--- config.mk ---
export PLATFORM = sky130hd
export DESIGN_NAME = data_mem_access_flat
export DESIGN_NICKNAME = d
export VERILOG_FILES = /design/src/rtl/data_mem_access_pkg.sv /design/src/rtl/data_mem_access_if.sv /design/src/rtl/data_mem_access.sv /design/src/flat_wrapper.sv
export SDC_FILE = /design/constraint.sdc
export NUM_CORES = 1
export LEC_CHECK = 0
export ABC_CLOCK_PERIOD_IN_PS = 2100
export BUFFER_PORTS_ARGS = -buffer_cell sky130_fd_sc_hd__buf_2
export CAP_MARGIN = 15
export CORE_ASPECT_RATIO = 1.4
export CORE_MARGIN = 4
export CORE_UTILIZATION = 38
export DETAILED_ROUTE_END_ITERATION = 8
export GPL_TIMING_DRIVEN = 1
export PLACE_DENSITY = 0.76
export SYNTH_ARGS = -nofsm -noshare
export SYNTH_HDL_FRONTEND = slang
export SYNTH_SLANG_ARGS = --single-unit
--- constraint.sdc ---
create_clock -name Clock -period 2.1 [get_ports Clock]
set_clock_uncertainty 0.05 [all_clocks]
set_input_delay 0.315 -clock Clock [delete_from_list [all_inputs] [get_ports Clock]]
set_output_delay 0.315 -clock Clock [all_outputs]
set_load 0.03 [all_outputs]
--- src/rtl/data_mem_access_pkg.sv ---
// Shared constants and state encoding for the data-memory access stage.
// Imported by the interface, the stage and the bench.
package data_mem_access_pkg;

    localparam int WORD_W   = 32;
    localparam int BYTE_OFF = 2;
    localparam int MADDR_W  = WORD_W - BYTE_OFF;

    typedef enum logic [1:0] {
        IDLE  = 2'd0,
        ISSUE = 2'd1,
        WAIT  = 2'd2,
        RESP  = 2'd3
    } state_e;

endpackage

--- src/rtl/data_mem_access_if.sv ---
// CPU request/response and RAM-side bundle of the memory-access stage.
// The slave modport is the stage; the master side is the pipeline plus RAM.
interface data_mem_access_if;
    import data_mem_access_pkg::*;

    logic              Req_Valid;
    logic              Req_Ready;
    logic              Req_Write;
    logic [WORD_W-1:0] Req_Addr;
    logic [WORD_W-1:0] Req_Data;
    logic              Rsp_Valid;
    logic              Rsp_Ready;
    logic [WORD_W-1:0] Rsp_Data;
    logic              Rsp_Fault;
    logic [MADDR_W-1:0] Mem_Addr;
    logic              Mem_En_R;
    logic              Mem_En_W;
    logic [WORD_W-1:0] Mem_Data_W;
    logic [WORD_W-1:0] Mem_Data_R;

    modport slave (
        input  Req_Valid, Req_Write, Req_Addr, Req_Data,
        input  Rsp_Ready, Mem_Data_R,
        output Req_Ready, Rsp_Valid, Rsp_Data, Rsp_Fault,
        output Mem_Addr, Mem_En_R, Mem_En_W, Mem_Data_W
    );

    modport master (
        output Req_Valid, Req_Write, Req_Addr, Req_Data,
        output Rsp_Ready, Mem_Data_R,
        input  Req_Ready, Rsp_Valid, Rsp_Data, Rsp_Fault,
        input  Mem_Addr, Mem_En_R, Mem_En_W, Mem_Data_W
    );

endinterface

--- src/rtl/data_mem_access.sv ---
// Load/store stage in front of the data RAM: checks alignment and range,
// pulses one RAM enable per request and holds the response until taken.
module data_mem_access
    import data_mem_access_pkg::*;
#(
    parameter int MEM_WORDS = 1024,
    parameter int MEM_AW    = 10
) (
    input  logic Clock,
    input  logic Reset_N,
    data_mem_access_if.slave bus
);

    localparam logic [WORD_W:0] LIMIT = (WORD_W+1)'(MEM_WORDS * 4);

    state_e              state_q, state_d;
    logic                wr_q, wr_d;
    logic                fault_q, fault_d;
    logic [MEM_AW-1:0]   addr_q, addr_d;
    logic [WORD_W-1:0]   wdata_q, wdata_d;
    logic [WORD_W-1:0]   rdata_q, rdata_d;

    function automatic logic is_fault(input logic [WORD_W-1:0] a);
        return (a[BYTE_OFF-1:0] != '0) || ({1'b0, a} >= LIMIT);
    endfunction

    always_ff @(posedge Clock or negedge Reset_N) begin
        if (!Reset_N) begin
            state_q <= IDLE;
            wr_q    <= 1'b0;
            fault_q <= 1'b0;
            addr_q  <= '0;
            wdata_q <= '0;
            rdata_q <= '0;
        end else begin
            state_q <= state_d;
            wr_q    <= wr_d;
            fault_q <= fault_d;
            addr_q  <= addr_d;
            wdata_q <= wdata_d;
            rdata_q <= rdata_d;
        end
    end

    always_comb begin
        state_d = state_q;
        wr_d    = wr_q;
        fault_d = fault_q;
        addr_d  = addr_q;
        wdata_d = wdata_q;
        rdata_d = rdata_q;
        unique case (state_q)
            IDLE: begin
                if (bus.Req_Valid) begin
                    wr_d    = bus.Req_Write;
                    rdata_d = '0;
                    if (is_fault(bus.Req_Addr)) begin
                        // RAM-side registers keep their last value on a fault
                        fault_d = 1'b1;
                        state_d = RESP;
                    end else begin
                        fault_d = 1'b0;
                        addr_d  = bus.Req_Addr[BYTE_OFF +: MEM_AW];
                        wdata_d = bus.Req_Data;
                        state_d = ISSUE;
                    end
                end
            end
            ISSUE: state_d = wr_q ? RESP : WAIT;
            WAIT: begin
                rdata_d = bus.Mem_Data_R;
                state_d = RESP;
            end
            RESP: begin
                if (bus.Rsp_Ready) state_d = IDLE;
            end
            default: state_d = IDLE;
        endcase
    end

    assign bus.Req_Ready  = (state_q == IDLE);
    assign bus.Rsp_Valid  = (state_q == RESP);
    assign bus.Rsp_Data   = rdata_q;
    assign bus.Rsp_Fault  = fault_q;
    assign bus.Mem_Addr   = {{(MADDR_W-MEM_AW){1'b0}}, addr_q};
    assign bus.Mem_En_R   = (state_q == ISSUE) && !wr_q;
    assign bus.Mem_En_W   = (state_q == ISSUE) && wr_q;
    assign bus.Mem_Data_W = wdata_q;

endmodule

--- src/flat_wrapper.sv ---
// flat-port wrapper written by rule: the top's interface ports become plain ports
module data_mem_access_flat import data_mem_access_pkg::*;
#(
    parameter int MEM_WORDS = 1024,
    parameter int MEM_AW    = 10
)
  (Clock, Reset_N, bus_Req_Valid, bus_Req_Write, bus_Req_Addr, bus_Req_Data, bus_Rsp_Ready, bus_Mem_Data_R, bus_Req_Ready, bus_Rsp_Valid, bus_Rsp_Data, bus_Rsp_Fault, bus_Mem_Addr, bus_Mem_En_R, bus_Mem_En_W, bus_Mem_Data_W);
  data_mem_access_if bus_i ();
  input  logic Clock;
  input  logic Reset_N;
  input wire logic [$bits(bus_i.Req_Valid)-1:0] bus_Req_Valid;
  input wire logic [$bits(bus_i.Req_Write)-1:0] bus_Req_Write;
  input wire logic [$bits(bus_i.Req_Addr)-1:0] bus_Req_Addr;
  input wire logic [$bits(bus_i.Req_Data)-1:0] bus_Req_Data;
  input wire logic [$bits(bus_i.Rsp_Ready)-1:0] bus_Rsp_Ready;
  input wire logic [$bits(bus_i.Mem_Data_R)-1:0] bus_Mem_Data_R;
  output wire logic [$bits(bus_i.Req_Ready)-1:0] bus_Req_Ready;
  output wire logic [$bits(bus_i.Rsp_Valid)-1:0] bus_Rsp_Valid;
  output wire logic [$bits(bus_i.Rsp_Data)-1:0] bus_Rsp_Data;
  output wire logic [$bits(bus_i.Rsp_Fault)-1:0] bus_Rsp_Fault;
  output wire logic [$bits(bus_i.Mem_Addr)-1:0] bus_Mem_Addr;
  output wire logic [$bits(bus_i.Mem_En_R)-1:0] bus_Mem_En_R;
  output wire logic [$bits(bus_i.Mem_En_W)-1:0] bus_Mem_En_W;
  output wire logic [$bits(bus_i.Mem_Data_W)-1:0] bus_Mem_Data_W;
  assign bus_i.Req_Valid = bus_Req_Valid;
  assign bus_i.Req_Write = bus_Req_Write;
  assign bus_i.Req_Addr = bus_Req_Addr;
  assign bus_i.Req_Data = bus_Req_Data;
  assign bus_i.Rsp_Ready = bus_Rsp_Ready;
  assign bus_i.Mem_Data_R = bus_Mem_Data_R;
  assign bus_Req_Ready = bus_i.Req_Ready;
  assign bus_Rsp_Valid = bus_i.Rsp_Valid;
  assign bus_Rsp_Data = bus_i.Rsp_Data;
  assign bus_Rsp_Fault = bus_i.Rsp_Fault;
  assign bus_Mem_Addr = bus_i.Mem_Addr;
  assign bus_Mem_En_R = bus_i.Mem_En_R;
  assign bus_Mem_En_W = bus_i.Mem_En_W;
  assign bus_Mem_Data_W = bus_i.Mem_Data_W;
  data_mem_access #(.MEM_WORDS(MEM_WORDS), .MEM_AW(MEM_AW)) u_core (.Clock(Clock), .Reset_N(Reset_N), .bus(bus_i));
endmodule
==> results.sh, run 1 <==
export IMPL_status="complete, no violations"
export IMPL_power_density_nw_per_um2=1220
export IMPL_fp_dieW_um=85.0
export IMPL_clock_sinks=78
export IMPL_drtPass1Iterations=4
export IMPL_h_tree_depth=3
export IMPL_cts_tree="done"
export IMPL_worstPathMaxFanout=43
export IMPL_area_delta_synth_final_pct=39.5
export IMPL_post_cts_resized=0
export IMPL_cp_startpoint="u_core.state_q[0]$_DFFE_PN0P_"
export IMPL_yosys_area_share_simple_pct=3.41
export IMPL_fin_crit_ns=1.80
export IMPL_initial_core_util_pct=38.7
export IMPL_yosys_warnings=0
export IMPL_syn_inst=218
export IMPL_mappedNetlistArea_um2=3150
export IMPL_timing_final_hold_violations=0
export IMPL_vias_per_cell=4.66
export IMPL_synthXorXnorAreaFrac_pct=0
export IMPL_clk_latency_ns=0.32
export IMPL_nets=506
export IMPL_num_rows=39
export IMPL_cp_arrival_ns=1.95
export IMPL_root_buffer="clkbuf_16"
export IMPL_leakagePower_nw=2.52
export IMPL_worstSetupEndpointType="flop"
export IMPL_finalWeightedCongestion=0.741
export IMPL_synthDistinctLibCells=26
export IMPL_antenna_found_initial=0
export IMPL_numCtsBuffers=9
export IMPL_grt_pass1_vias=2349
export IMPL_crit_buf_inv=2
export IMPL_postCtsSetupRepairBufs=0
export IMPL_grt_pass1_wl_um=11000
export IMPL_antenna_left=0
export IMPL_drt_iter0_markers=66
export IMPL_ys_seq_elements=78
export IMPL_rsz0062_at_grt="false"
export IMPL_critical_path_class="reg2reg"
export IMPL_final_util_pct=54.0
export IMPL_cp_slowest_cell="dfrtp_1"
export IMPL_yosysSeqAreaShare_pct=61.9
export IMPL_synth_area_top_cells="dfrtp_1 62%, mux2_2 14%, a22o_1 8.9%, buf_4 5.2%, ha_1 1.6%"
export IMPL_portBuffers=179
export IMPL_die_area_um2=9840
export IMPL_drc=0
export IMPL_setup_tns_final_ns=0
export IMPL_drt_wl_total_um=7170
export IMPL_muxShareOfSynthArea_pct=15.7
export IMPL_synth_compound_area_share_pct=10.0
export IMPL_die_h_um=116
export IMPL_slowest_delay_ns=0.39
export IMPL_num_io_pins=200
export IMPL_yosysTopAreaCell="dfrtp_1"
export IMPL_final_layout_size_suffix_gt1_share_pct=59.6
export IMPL_avgSynthCellArea_um2=14.5
export IMPL_total_power_mw=5.39
export IMPL_clk_pin_slew_ns=0.06
export IMPL_yosys_area_share_adder_pct=1.59
export IMPL_setup_viol=0
export IMPL_synth_top_family_by_area="multiplexers"
export IMPL_crit_family="flip-flops"
export IMPL_grt_ovfl_total=0
export IMPL_peakVddDrop_mv=0.959
export IMPL_required_ns=2.25
export IMPL_cap_violations=0
export IMPL_startpoint_type="flop"
export IMPL_hold_path_class="in2reg"
export IMPL_hp_start="bus_Mem_Data_R[13]"
export IMPL_vias=2365
export IMPL_finalMaxSlewViolations=0
export IMPL_yosys_area_top_type_share_pct=61.9
export IMPL_fin_crit_sh_pct=85.9
export IMPL_reg2reg_from="u_core.state_q[0]$_DFFE_PN0P_"
export IMPL_worstPathCellList="inv_1 -> ha_2 -> nand2_1 -> nor3_4 -> buf_12 -> mux2_2"
export IMPL_grt_max_degree=45
export IMPL_clockBufferDepth=2
export IMPL_routedWlPerCell_um=14.1
export IMPL_n_antenna_cell=0
export IMPL_fmax_ghz=0.554
export IMPL_core_um2=8150
export IMPL_place_hpwl_um=5620
export IMPL_grtUsageTotal_pct=14.3
## cell type report
cell class | count | area, um^2
sequential | 78 | 1950
tap | 102 | 128
clock buffer | 13 | 270
fill | 707 | 3750
clock inverter | 3 | 17.5
inverter | 3 | 11.3
multi-input combinational | 124 | 1050
timing repair buffer | 185 | 971
## synth_stat cells
cell type  count
nor3_4         1
a22oi_1        1
ha_1           4
nand2b_1       1
clkbuf_1       8
buf_4         22
nor4_1         5
inv_1          3
o21ai_0        2
dfrtp_1       78
mux2_1         3
nand4_1        1
nand2_1        2
mux2_2        40
a22o_1        32
nor2_1         3
conb_1         1
nor3_1         1
mux2i_1        1
and2_1         2
nand3_1        1
buf_6          2
a21boi_0       1
a21oi_1        1
nor2b_1        1
o22ai_1        1
## sequential cells by signal (all words and copies together), names as in the netlist
name	count
u_core.addr_q	10
u_core.bus.Mem_Data_W	32
u_core.bus.Rsp_Fault	1
u_core.wr_q	1
u_core.state_q	2
u_core.bus.Rsp_Data	32
## per-layer routing
| layer | vias up | global-route usage, % | wire [um] |
|---|---|---|---|
| met5 | - | 0 | 0 |
| met4 | 0 | 5.07 | 65 |
| met3 | 6 | 5.76 | 827 |
| met2 | 123 | 24.3 | 3580 |
| met1 | 1123 | 16.3 | 2700 |
| li1 | 1113 | - | - |
## per-stage QoR
stage	setup slack, ns	area [um^2]	std cells	hold WS (ns)
floorplan	0.0263	3230	237	-0.0306
global placement	0.0779	4100	491	0.250
global route	0.185	4400	508	0.148
CTS	0.285	4400	508	0.141
finish	0.296	4400	508	0.156
detailed placement	0.0409	4100	491	0.249
## layout by cell type, fill, tap and decap left out, drive strengths merged, types with 3 or more instances in the layout
cell type  count
buf          184
dfrtp         78
ha             4
mux2          43
nor4           5
conb          20
nor2           3
inv            3
clkbuf        13
a22o          32
## report_power, final
part	internal (mW)	switching, mW
clock	0.892	0.537
combinational	0.704	1.26
sequential	1.82	0.177
## cells by family after synthesis
kind of cell / count (synthesis)
compound gates: 38
fa+ha+maj: 4
buf+inv: 35
flops: 78
mux: 44
other cells: 1
simple gates: 18
## timing repair
item | in CTS | in global routing
hold buffers | 1 | 0
setup endpoints to repair | 0 | 0
hold endpoints to repair | 34 | 0
## worst reg2reg max path: cells and delay by family, from the launching register on
family / cells / cell delay [ns]
muxes: 1 / 0.41
DFF: 1 / 0.39
buffers and inverters: 2 / 0.38
and+or+nand+nor: 2 / 0.27
adders and majority gates: 1 / 0.19
## path summary, 6_finish.rpt
path                                                         end  slack [ns]  depth (start not counted)
max                        u_core.bus.Mem_Data_W[11]$_DFFE_PN0P_        0.30                          6
min                          u_core.bus.Rsp_Data[13]$_DFFE_PN0P_        0.16                          2
max reg2reg                u_core.bus.Mem_Data_W[11]$_DFFE_PN0P_        0.30                          6
min reg2reg                         u_core.addr_q[3]$_DFFE_PN0P_        0.44                          1
max in group asynchronous  u_core.bus.Mem_Data_W[11]$_DFFE_PN0P_        0.96                          3
min in group asynchronous   u_core.bus.Mem_Data_W[9]$_DFFE_PN0P_        0.44                          2
No activity file was read; power rests on OpenSTA's default activity.
==> run 2, diff against run 1 <==
--- a/config.mk
+++ b/config.mk
@@ -9,7 +9,6 @@
 export BUFFER_PORTS_ARGS = -buffer_cell sky130_fd_sc_hd__buf_2
 export CAP_MARGIN = 15
 export CORE_ASPECT_RATIO = 1.4
-export CORE_MARGIN = 4
 export CORE_UTILIZATION = 38
 export DETAILED_ROUTE_END_ITERATION = 8
 export GPL_TIMING_DRIVEN = 1
==> results.sh, run 2 (same netlist as run 1, synthesis figures left out) <==
export IMPL_status="complete, no violations"
export IMPL_fmax_ghz=0.548
export IMPL_startpoint_type="flop"
export IMPL_fin_crit_sh_pct=86.9
export IMPL_peakVddDrop_mv=0.787
export IMPL_die_area_um2=8670
export IMPL_grtUsageTotal_pct=16.1
export IMPL_clock_sinks=78
export IMPL_holdWs_ns=0.136
export IMPL_hold_path_class="in2reg"
export IMPL_grt_pass1_wl_um=10400
export IMPL_final_layout_size_suffix_gt1_share_pct=59.7
export IMPL_drc=0
export IMPL_cp_startpoint="u_core.state_q[0]$_DFFE_PN0P_"
export IMPL_routedWlPerCell_um=13.5
export IMPL_grt_ovfl_total=0
export IMPL_numCtsBuffers=9
export IMPL_cp_arrival_ns=2.02
export IMPL_worstPathCellList="inv_1 -> ha_2 -> buf_4 -> nand2b_1 -> a21boi_0 -> o21ai_0 -> o22ai_1"
export IMPL_grt_max_degree=42
export IMPL_worstSetupEndpointType="flop"
export IMPL_hp_start="bus_Mem_Data_R[12]"
export IMPL_num_io_pins=200
export IMPL_drt_iter0_markers=36
export IMPL_final_common_cell="buf_2"
export IMPL_antenna_found_initial=0
export IMPL_worstPathMaxFanout=8
export IMPL_clk_latency_ns=0.33
export IMPL_die_h_um=110
export IMPL_root_buffer="clkbuf_8"
export IMPL_vias_per_cell=4.69
export IMPL_portBuffers=179
export IMPL_layout_common_cells="178 x buf_2, 78 x dfrtp_1, 40 x mux2_2"
export IMPL_cp_slowest_cell="dfrtp_1"
export IMPL_fin_crit_ns=1.82
export IMPL_fillers=703
export IMPL_setup_viol=0
export IMPL_ff_latch_area_um2=1950
export IMPL_fp_dieW_um=79.0
export IMPL_required_ns=2.29
export IMPL_drt_wl_total_um=6830
export IMPL_nets=507
export IMPL_place_hpwl_um=5300
export IMPL_num_rows=38
export IMPL_h_tree_depth=3
export IMPL_core_um2=7890
export IMPL_area_delta_synth_final_pct=37.7
export IMPL_multi_input_area_um2=1050
export IMPL_power_density_nw_per_um2=1190
export IMPL_final_cells=507
export IMPL_drtPass1Iterations=4
export IMPL_antenna_left=0
export IMPL_slowest_delay_ns=0.38
export IMPL_timing_final_hold_violations=0
export IMPL_cap_violations=0
export IMPL_initial_core_util_pct=39.9
export IMPL_n_antenna_cell=0
export IMPL_cts_tree="done"
export IMPL_vias=2379
export IMPL_rsz0062_at_grt="false"
export IMPL_dp_cells=490
export IMPL_clockBufferDepth=2
export IMPL_finalWeightedCongestion=0.759
export IMPL_leakagePower_nw=2.50
export IMPL_grt_pass1_vias=2239
export IMPL_reg2reg_from="u_core.state_q[0]$_DFFE_PN0P_"
export IMPL_finalMaxSlewViolations=0
export IMPL_clk_pin_slew_ns=0.08
export IMPL_post_cts_resized=0
export IMPL_critical_path_class="reg2reg"
-- run 2: where the power goes --
part,switching (mW),internal [mW]
sequential,0.173,1.82
clock,0.516,0.667
combinational,1.28,0.736
-- run 2: repair_timing --
action | 4_1_cts | 5_1_grt
endpoints found under the hold margin | 37 | 0
hold buffers | 1 | 0
setup buffers | 0 | 0
-- run 2: cell type report --
| class | count | area share [%] |
|---|---|---|
| clock buffer | 10 | 2.94 |
| clock inverter | 6 | 1.99 |
| inverter | 3 | 0.259 |
| multi-input combinational | 124 | 24.2 |
| sequential | 78 | 44.9 |
| tap | 100 | 2.88 |
| timing repair buffer | 186 | 22.8 |
-- run 2: final timing paths --
| path | cells past startpoint | to | slack [ns] |
|---|---|---|---|
| min in group asynchronous | 2 | u_core.bus.Mem_Data_W[4]$_DFFE_PN0P_ | 0.42 |
| worst max register to register | 7 | u_core.state_q[1]$_DFFE_PN0P_ | 0.28 |
| worst min-delay path | 2 | u_core.bus.Rsp_Data[12]$_DFFE_PN0P_ | 0.14 |
| worst min register to register | 1 | u_core.addr_q[3]$_DFFE_PN0P_ | 0.44 |
| worst max-delay path | 7 | u_core.state_q[1]$_DFFE_PN0P_ | 0.28 |
| max in group asynchronous | 3 | u_core.bus.Rsp_Data[9]$_DFFE_PN0P_ | 0.98 |
-- run 2: per-layer routing --
metal	global-route usage, %	routed length, um	vias to the layer above
li1	-	-	1114
met1	18.1	2660	1114
met2	27.5	3410	140
met3	6.56	667	11
met4	5.45	95	0
met5	0	0	-
-- run 2: worst max-delay path, delay by kind of cell (launching register included) --
family                     cells  cell delay (ns)
AOI/OAI and AO/OA              3             0.76
adders and majority gates      1             0.20
buffers and inverters          2             0.26
DFF                            1             0.38
and+or+nand+nor                1             0.08
-- run 2: metrics by stage --
stage	setup slack, ns	total power [mW]	cell area (um^2)	utilization (%)	setup TNS [ns]
after floorplan	0.0263	3.40	3230	-	0
after CTS	0.239	5.27	4340	55.0	0
after detailed placement	-0.0319	4.06	4120	52.2	-0.500
after global routing	0.0600	5.51	4340	55.0	0
final	0.275	5.19	4340	55.0	0
after global placement	0.0799	3.99	4120	52.2	0
==> run 3, diff against run 2 <==
--- a/config.mk
+++ b/config.mk
@@ -13,6 +13,7 @@
 export DETAILED_ROUTE_END_ITERATION = 8
 export GPL_TIMING_DRIVEN = 1
 export PLACE_DENSITY = 0.76
+export RECOVER_POWER = 100
 export SYNTH_ARGS = -nofsm -noshare
 export SYNTH_HDL_FRONTEND = slang
 export SYNTH_SLANG_ARGS = --single-unit
==> results.sh, run 3 (same netlist as run 1, synthesis figures left out) <==
export IMPL_pre_cts_slack_ns=-0.0319
export IMPL_post_cts_resized=0
export IMPL_required_ns=2.27
export IMPL_routedWlPerCell_um=13.5
export IMPL_grt_pass1_wl_um=10400
export IMPL_busiest_layer="met2"
export IMPL_finalWeightedCongestion=0.759
export IMPL_power_density_nw_per_um2=1210
export IMPL_use_met1_pct=18.1
export IMPL_fin_crit_ns=1.93
export IMPL_final_common_cell="buf_2"
export IMPL_cts_tree="done"
export IMPL_layout_setup_ws_ns=0.169
export IMPL_clock_sinks=78
export IMPL_dp_cells=490
export IMPL_drt_iter0_markers=40
export IMPL_startpoint_type="flop"
export IMPL_fin_crit_sh_pct=92.0
export IMPL_status="complete, no violations"
export IMPL_cp_slowest_cell="dfrtp_1"
export IMPL_n_antenna_cell=0
export IMPL_grt_max_degree=42
export IMPL_initial_core_util_pct=39.9
export IMPL_grtUsageTotal_pct=16.1
export IMPL_final_layout_size_suffix_gt1_share_pct=39.8
export IMPL_use_met3_pct=6.56
export IMPL_fp_dieW_um=79.0
export IMPL_grt_util_met2_pct=27.5
export IMPL_drt_wl_total_um=6860
export IMPL_postCtsSetupRepairBufs=0
export IMPL_fillers=740
export IMPL_portBuffers=179
export IMPL_grt_pass1_vias=2239
export IMPL_hold_path_class="in2reg"
export IMPL_vias=2369
export IMPL_final_cells=507
export IMPL_root_buffer="clkbuf_8"
export IMPL_core_um2=7890
export IMPL_vias_per_cell=4.67
export IMPL_finalMaxSlewViolations=0
export IMPL_drtPass1Iterations=4
export IMPL_worstPathCellList="inv_1 -> ha_1 -> nand2_1 -> nor3_2 -> clkbuf_1 -> mux2_2"
export IMPL_tightest_slew_ns=0.963
export IMPL_antenna_left=0
export IMPL_hp_start="bus_Mem_Data_R[26]"
export IMPL_rsz0062_at_grt="false"
export IMPL_cp_arrival_ns=2.10
export IMPL_die_area_um2=8670
export IMPL_final_util_pct=53.6
export IMPL_layout_common_cells="100 x buf_2, 81 x clkbuf_1, 78 x dfrtp_1"
export IMPL_fmax_ghz=0.518
export IMPL_worstSetupEndpointType="flop"
export IMPL_slew_headroom_pct=35.8
export IMPL_rr_endpoint="u_core.bus.Mem_Data_W[30]$_DFFE_PN0P_"
export IMPL_numCtsBuffers=9
export IMPL_place_hpwl_um=5300
export IMPL_cap_violations=0
export IMPL_worstRegToRegCells=6
export IMPL_worst_r2r_setup_slack_ns=0.17
export IMPL_slowest_delay_ns=0.40
export IMPL_setup_tns_final_ns=0
export IMPL_peakVddDrop_mv=0.770
export IMPL_timing_final_hold_violations=0
export IMPL_placed_cell_area_um2=4120
export IMPL_num_rows=38
export IMPL_hold_path_depth=2
export IMPL_worstPathMaxFanout=7
export IMPL_critical_path_class="reg2reg"
export IMPL_grt_ovfl_total=0
export IMPL_clk_latency_ns=0.33
export IMPL_area_delta_synth_final_pct=34.0
export IMPL_reg2reg_from="u_core.state_q[0]$_DFFE_PN0P_"
export IMPL_clk_pin_slew_ns=0.08
export IMPL_holdBufCountCts=1
export IMPL_finalInstanceArea_um2=4230
export IMPL_crit_buf_inv=2
export IMPL_setup_viol=0
export IMPL_num_io_pins=200
export IMPL_leakagePower_nw=2.17
export IMPL_total_power_mw=5.10
export IMPL_holdWs_ns=0.138
export IMPL_drc=0
export IMPL_crit_family="buffers and inverters"
export IMPL_h_tree_depth=3
export IMPL_antenna_found_initial=0
export IMPL_hold_end="u_core.bus.Rsp_Data[26]$_DFFE_PN0P_"
export IMPL_nets=507
export IMPL_clockBufferDepth=2
export IMPL_die_h_um=110
==> run 3: layer usage <==
layer | wire [um] | vias up | part of all wire, %
li1 | - | 1112 | -
met1 | 2690 | 1112 | 39
met2 | 3430 | 137 | 50
met3 | 664 | 8 | 9.7
met4 | 68 | 0 | 0.99
met5 | 0 | - | 0
==> run 3: power by group <==
group	switching, mW	leakage, nW	internal (mW)	total [mW]
clock	0.515	0.106	0.667	1.18
combinational	1.28	1.03	0.641	1.92
sequential	0.178	1.04	1.82	1.99
total	1.97	2.17	3.12	5.10
==> run 3: worst max path at each step <==
stage                                   from                               endpoint  slack, ns  cells past startpoint
3_3_place_gp                bus_Req_Addr[21]  u_core.bus.Mem_Data_W[12]$_DFFE_PN0P_       0.08                      6
2_1_floorplan  u_core.state_q[0]$_DFFE_PN0P_  u_core.bus.Mem_Data_W[12]$_DFFE_PN0P_       0.03                      7
4_1_cts        u_core.state_q[0]$_DFFE_PN0P_          u_core.state_q[1]$_DFFE_PN0P_       0.24                      7
5_1_grt        u_core.state_q[1]$_DFFE_PN0P_          u_core.state_q[1]$_DFFE_PN0P_       0.03                      7
6_report       u_core.state_q[0]$_DFFE_PN0P_  u_core.bus.Mem_Data_W[30]$_DFFE_PN0P_       0.17                      6
3_5_place_dp                bus_Req_Addr[21]  u_core.bus.Mem_Data_W[20]$_DFFE_PN0P_      -0.03                      6
==> run 3: layout make-up <==
type                            count  area [um^2]  share of cell area (%)
Clock buffer                       10          128                    3.02
Clock inverter                      6         86.3                    2.04
Inverter                            3         11.3                   0.266
Multi-Input combinational cell    124         1040                    24.6
Sequential cell                    78         1950                    46.2
Tap cell                          100          125                    2.96
Timing Repair Buffer              186          883                    20.9
